==> src/rtl/gpio_config_loader_if.sv <==
// Pad-side bus for the GPIO configuration loader: serial chain in/out,
// commit/restore requests, and the committed configuration word.
interface gpio_config_loader_if #(
    parameter int CFG_WIDTH = 10
);
    logic [CFG_WIDTH-1:0] gpio_defaults;
    logic                 shift_valid;
    logic                 shift_data;
    logic                 load;
    logic                 restore;
    logic                 shift_data_out;
    logic [CFG_WIDTH-1:0] gpio_config;
    logic                 load_done;
    logic                 load_error;
    logic                 busy;

    modport master (
        output gpio_defaults, shift_valid, shift_data, load, restore,
        input  shift_data_out, gpio_config, load_done, load_error, busy
    );

    modport slave (
        input  gpio_defaults, shift_valid, shift_data, load, restore,
        output shift_data_out, gpio_config, load_done, load_error, busy
    );
endinterface

==> src/rtl/gpio_config_loader.sv <==
// Serial GPIO configuration loader: MSB-first shift chain, a commit that is only
// accepted once a full word has been shifted in, and restore-to-defaults.
module gpio_config_loader #(
    parameter int CFG_WIDTH = 10
) (
    input  logic                 clock,
    input  logic                 reset,
    gpio_config_loader_if.slave  bus
);
    localparam int CW = $clog2(CFG_WIDTH + 1);
    localparam logic [CW-1:0] CNT_LAST = CW'(CFG_WIDTH - 1);

    typedef enum logic [1:0] {IDLE, SHIFTING, ARMED} state_t;

    state_t               state;
    logic [CW-1:0]        cnt;
    logic [CFG_WIDTH-1:0] sr;
    logic [CFG_WIDTH-1:0] gpio_config;
    logic                 load_done;
    logic                 load_error;
    logic                 busy;

    // state mirrors cnt: IDLE at 0, ARMED once cnt has saturated at CFG_WIDTH
    always_ff @(posedge clock) begin
        if (reset) begin
            state       <= IDLE;
            cnt         <= '0;
            sr          <= bus.gpio_defaults;
            gpio_config <= bus.gpio_defaults;
            load_done   <= 1'b0;
            load_error  <= 1'b0;
            busy        <= 1'b0;
        end else begin
            load_done  <= 1'b0;
            load_error <= 1'b0;
            if (bus.restore) begin
                state       <= IDLE;
                cnt         <= '0;
                sr          <= bus.gpio_defaults;
                gpio_config <= bus.gpio_defaults;
                busy        <= 1'b0;
            end else if (bus.load) begin
                state <= IDLE;
                cnt   <= '0;
                busy  <= 1'b0;
                if (state == ARMED) begin
                    gpio_config <= sr;
                    load_done   <= 1'b1;
                end else begin
                    load_error  <= 1'b1;
                end
            end else if (bus.shift_valid) begin
                sr <= {sr[CFG_WIDTH-2:0], bus.shift_data};
                // once armed the counter holds; the chain keeps passing data through
                if (state != ARMED) begin
                    cnt   <= cnt + 1'b1;
                    busy  <= 1'b1;
                    state <= (cnt == CNT_LAST) ? ARMED : SHIFTING;
                end
            end
        end
    end

    assign bus.shift_data_out = sr[CFG_WIDTH-1];
    assign bus.gpio_config    = gpio_config;
    assign bus.load_done      = load_done;
    assign bus.load_error     = load_error;
    assign bus.busy           = busy;
endmodule

==> src/flat_wrapper.sv <==
// flat-port wrapper written by rule: the top's interface ports become plain ports
module gpio_config_loader_flat 
#(
    parameter int CFG_WIDTH = 10
)
  (clock, reset, bus_gpio_defaults, bus_shift_valid, bus_shift_data, bus_load, bus_restore, bus_shift_data_out, bus_gpio_config, bus_load_done, bus_load_error, bus_busy);
  gpio_config_loader_if #(.CFG_WIDTH(CFG_WIDTH)) bus_i ();
  input  logic clock;
  input  logic reset;
  input wire logic [$bits(bus_i.gpio_defaults)-1:0] bus_gpio_defaults;
  input wire logic [$bits(bus_i.shift_valid)-1:0] bus_shift_valid;
  input wire logic [$bits(bus_i.shift_data)-1:0] bus_shift_data;
  input wire logic [$bits(bus_i.load)-1:0] bus_load;
  input wire logic [$bits(bus_i.restore)-1:0] bus_restore;
  output wire logic [$bits(bus_i.shift_data_out)-1:0] bus_shift_data_out;
  output wire logic [$bits(bus_i.gpio_config)-1:0] bus_gpio_config;
  output wire logic [$bits(bus_i.load_done)-1:0] bus_load_done;
  output wire logic [$bits(bus_i.load_error)-1:0] bus_load_error;
  output wire logic [$bits(bus_i.busy)-1:0] bus_busy;
  assign bus_i.gpio_defaults = bus_gpio_defaults;
  assign bus_i.shift_valid = bus_shift_valid;
  assign bus_i.shift_data = bus_shift_data;
  assign bus_i.load = bus_load;
  assign bus_i.restore = bus_restore;
  assign bus_shift_data_out = bus_i.shift_data_out;
  assign bus_gpio_config = bus_i.gpio_config;
  assign bus_load_done = bus_i.load_done;
  assign bus_load_error = bus_i.load_error;
  assign bus_busy = bus_i.busy;
  gpio_config_loader #(.CFG_WIDTH(CFG_WIDTH)) u_core (.clock(clock), .reset(reset), .bus(bus_i));
endmodule
==> config.mk <==
export PLATFORM = sky130hd
export DESIGN_NAME = gpio_config_loader_flat
export DESIGN_NICKNAME = d
export VERILOG_FILES = /design/src/rtl/gpio_config_loader_if.sv /design/src/rtl/gpio_config_loader.sv /design/src/flat_wrapper.sv
export SDC_FILE = /design/constraint.sdc
export NUM_CORES = 1
export LEC_CHECK = 0
export BUFFER_PORTS_ARGS = -buffer_cell sky130_fd_sc_hd__buf_2
export CAP_MARGIN = 20
export CORE_MARGIN = 4
export CORE_UTILIZATION = 46
export DETAILED_ROUTE_END_ITERATION = 10
export GPL_ROUTABILITY_DRIVEN = 0
export HOLD_SLACK_MARGIN = 0.05
export PLACE_DENSITY_LB_ADDON = 0.25
export SYNTH_ARGS = -nofsm -noshare
export SYNTH_HDL_FRONTEND = slang
export SYNTH_SLANG_ARGS = --single-unit
==> constraint.sdc <==
create_clock -name clock -period 1.3 [get_ports clock]
set_input_delay 0 -clock clock [delete_from_list [all_inputs] [get_ports clock]]
set_output_delay 0 -clock clock [all_outputs]
set_load 0.005 [all_outputs]
Word-level counts from Yosys, hierarchy flattened
Cells that the tools add are included.
W data, S select, Z words.

word-level totals
  input port bits = 16
  bits in registers = 29
  word-level logic and storage cells = 32
  output and inout bits = 14

operators by class
  bitwise logic cells = 1
  equal/unequal tests = 4
  reductions and logical operators = 8
  add/subtract/negate cells = 1
  multiplexer cells = 11

operators by type and width
  operator               number
  $mux W10               8
  $reduce_bool A3 Y1     3
  $reduce_and A2 Y1      3
  $reduce_or A3 Y1       2
  $add A4 B1 Y4 const B  1
  $eq A4 B4 Y1 const B   1
  $ne A3 B2 Y1 const B   1
  $eq A2 B2 Y1 const B   1
  $mux W1                2
  $mux W2                1
  $ne A2 B2 Y1 const B   1
  $not A1 Y1             1

Longest topological paths before layout
  depth after elaboration = 5
  depth in mapped cells = 5
  gate-level depth less buffers = 5

Least setup slack after synthesis
Ideal clock, no wire load.

  path type = input to register
  from = in bus_restore
  to = reg u_core.sr[0], enable pin
  library setup time = 0.387 ns
  required time = 0.913 ns
  stages = 3
  buffers on the path = 1
  path slack = 0.003 ns
  arrival time = 0.911 ns
  cells stage by stage = nor2_1 > clkbuf_1 > o21ai_0

on the way
  longest elaborated chain between the ends = 2
  elaborated cells on any way between the ends = 3
  classes of those cells = 1 x eq/ne; 2 x reduce/logical

RTL lines
  item                                                                        line                      source
  start: declaration                                                          flat_wrapper.sv:14        input wire logic [$bits(bus_i.restore)-1:0] bus_restore;
  $ne A3 B2 Y1 (no source line) / $reduce_bool A3 Y1 (equally long branches)  -
  $reduce_and A2 Y1 (no source line) (*)                                      -
  end signal: assignment                                                      gpio_config_loader.sv:28  sr <= bus.gpio_defaults;
  end signal: assignment                                                      gpio_config_loader.sv:39  sr <= bus.gpio_defaults;
  end signal: assignment                                                      gpio_config_loader.sv:53  sr <= {sr[CFG_WIDTH-2:0], bus.shift_data};
  end: declaration                                                            gpio_config_loader.sv:17  logic [CFG_WIDTH-1:0] sr;

Every way passes the cells marked *; elsewhere a longest branch is shown, timed or not.
A chain may end at the register's enable or synchronous reset.

Final worst setup path
  from = in bus_gpio_defaults[0]
  to = reg u_core.sr[0] (data pin)

on the way
  longest elaborated chain between the ends = 2

RTL lines
  item                line                      source
  start: declaration  flat_wrapper.sv:10        input wire logic [$bits(bus_i.gpio_defaults)-1:0] bus_gpio_defaults;
  $mux W10            gpio_config_loader.sv:36  if (bus.restore) begin
  $mux W10 (*)        gpio_config_loader.sv:25  if (reset) begin

Marked as above.

==> metrics.cfg <==
[outcome]
status = finished, final reports clean

[final_layout]
utilization_pct = 64.1
fill_cells = 206
drive_above_1_share_pct = 28.7
syn_to_final_growth_pct = 33.7
diodes = 0
seq_area_um2 = 783
stdcell_count = 190
final_common_cell = nand2_1
layout.nets = 177
final_cell_mix = nand2_1 (34), buf_2 (29), edfxtp_1 (20)
multiInputGateArea_um2 = 368
finalInstanceArea_um2 = 1570

[detailed_routing]
wl_per_cell_um = 12.3
drt_pass1_iterations = 4
drc_errors = 0
finalWirelength_um = 2330
vias_per_cell = 4.96
vias = 942
drt_iter0_markers = 24
ant_nets = 0

[clocking]
cts_made_buffers = 5
htreeDepth = 2
cts-root-buf = clkbuf_4
path_clk_slew_ns = 0.09
cts_tree = built
clockBufferDepth = 2
insertion_delay_ns = 0.32
cts_sinks = 29

[synth]
seq_area_frac_synth_pct = 66.4
synth_top_family_by_area = simple AND/OR/NAND/NOR gates
synth-edff-count = 20
ys_ff_latch = 29
synth-simple-area-share_pct = 17.8
yosys_most_used_dff = edfxtp_1
synthesis.area_um2 = 1180
async_flop_share_pct = 0
synth_top_area_share_pct = 51.1
synth.area.mux_share_pct = 0
syn_area_per_cell_um2 = 10.8
synth_compound_area_share_pct = 10.5
synth_fa_ha_area_share_pct = 2.13
synth_cells = 109
yosysWarnings = 0
yosys.area_share.xor_xnor_pct = 0
yosysUniqueCellTypes = 19
yosys-top-cells-area = edfxtp_1 (51%), dfxtp_1 (15%), nand2_1 (11%)
yosysTopAreaCell = edfxtp_1
syn_nets = 127

[global_route]
grt_antenna_before_repair = 0
grt-ovfl-total = 0
grt_pass1_wl_um = 3960
groute.usage.overall_pct = 15.7
grt_pass1_vias = 949
grt_max_degree = 13

[placed_design]
placed_area_um2 = 1370
dp_cells = 168
dp_hpwl_um = 1600
numPortBuffers = 29

[power]
vdd_drop_max_uv = 873
p_per_area_nw_per_um2 = 1130
p_leak_nw = 0.694

[setup_path]
rr_startpoint = u_core.state[1]
worstPathCellList = dlygate4sd3_1 -> buf_2 -> o21ai_2 -> nand2_1 -> dlygate4sd3_1
endpoint_kind = flip-flop
r2r_end = u_core.state[0]
crit_fanout = 2
crit_type = in2reg
timing.critical_path.mode_cell = dlygate4sd3_1
cp_slowest_stage_delay_ns = 0.55
rrSetupSlack_ns = 0.07
worstSetupStartpointType = primary input
cp.required_ns = 1.38
critPathArrivalTime_ns = 1.33
cp_slowest_cell = dlygate4sd3_1
reg2reg_depth = 3

[sta]
report.final.slew_viol_count = 0
slew_headroom_pct = 83.3
rsz0062_at_grt = no
worst_slew_pin_slew_ns = 0.248
finalSetupViolations = 0
period_needed_ns = 1.25
hold_violations = 0
finalSetupTns_ns = 0
fmax_mhz = 798
fin_skew_ns = 0.0102
timing.final.crit_share_pct = 96.4

[worst_hold_path]
whs_path_depth = 3
hp-class = in2reg
holdCritStartpoint = reset
holdPathEnd = u_core.bus.gpio_config[0]

[die]
die_w_um = 58.6
die_area_um2 = 3430
rows = 18
die_h_um = 58.6
initial_core_util_pct = 47.9
io_pins = 30
core_area_um2 = 2450

[flow_run]
drv_cap = 0

-- metal layers --
| layer | GRT usage [%] | wire (um) | part of all wire [%] | up-vias |
|---|---|---|---|---|
| met4 | 10.3 | 55 | 2.4 | 0 |
| met5 | 0 | 0 | 0 | - |
| li1 | - | - | - | 486 |
| met3 | 4.82 | 144 | 6.2 | 8 |
| met2 | 25.4 | 1100 | 47 | 29 |
| met1 | 18.0 | 1030 | 44 | 419 |
-- worst max-delay path, delay by kind of cell --
family,cells,cell delay [ns]
buffers and inverters,3,1.22
AOI/OAI and AO/OA,1,0.06
and+or+nand+nor,1,0.06
-- registers in the layout, summed over array words and instances (netlist names) --
signal and flops:
u_core.cnt 4, u_core.state 2, u_core.bus.busy 1, u_core.sr 10
u_core.bus.load_error 1, u_core.bus.gpio_config 10, u_core.bus.load_done 1
-- cell type report --
cell class	count	share of cell area, %
clock inverters	3	0.796
flip-flops and latches	29	49.8
multi-input cells	72	23.4
inverters	3	0.716
repair buffers	48	20.5
well taps	30	2.39
clock buffers	5	2.39
-- worst max path at each step --
stage | from | slack (ns) | cells past startpoint | end
after CTS | u_core.cnt[0] | 0.02 | 4 | u_core.state[0]
after floorplan | bus_restore | 0.003 | 3 | u_core.sr[0]
after global placement | u_core.cnt[0] | 0.06 | 4 | u_core.state[0]
after global routing | u_core.state[1] | 0.01 | 4 | u_core.cnt[2]
after detailed placement | u_core.cnt[0] | 0.03 | 4 | u_core.state[0]
final | bus_gpio_defaults[0] | 0.05 | 5 | u_core.sr[0]
-- stage by stage --
stage,total power (W),worst slack (ns),hold slack (ns)
floorplan,0.00118,0.00274,0.115
detailed placement,0.00127,0.0322,0.268
CTS,0.00179,0.0184,0.162
global route,0.00187,0.0116,0.160
global placement,0.00126,0.0632,0.269
finish,0.00178,0.0467,0.137
-- kinds of logic (layout without fill, tap and decap cells) --
family,count (synthesis),in the layout
adder cells (fa/ha/maj),2,2
buffers and inverters,8,59
AO/OA/AOI/OAI,23,23
flip-flops,29,29
AND/OR/NAND/NOR,47,47
-- cells in the mapped netlist, types with 2 or more instances --
library cell,number
inv_1,3
nand2_1,34
ha_1,2
edfxtp_1,20
nor2_1,2
o31ai_1,2
o21ai_0,13
a21oi_1,7
or4_1,3
dfxtp_1,9
or3_1,2
clkbuf_1,4
and3_1,2
-- what timing repair did --
action                                  CTS  global route
hold buffers                             14             0
resized for setup                         0             7
endpoints found under the setup margin    0            14
hold endpoints to repair                 25             0
buffers inserted                          0             0
-- power breakdown --
part	total (W)	switching [W]	internal [W]
Clock	0.000490	0.000295	0.000195
Combinational	0.000202	0.000102	0.0000994
Sequential	0.00108	0.0000191	0.00107
(Power assumes the default switching activity.)
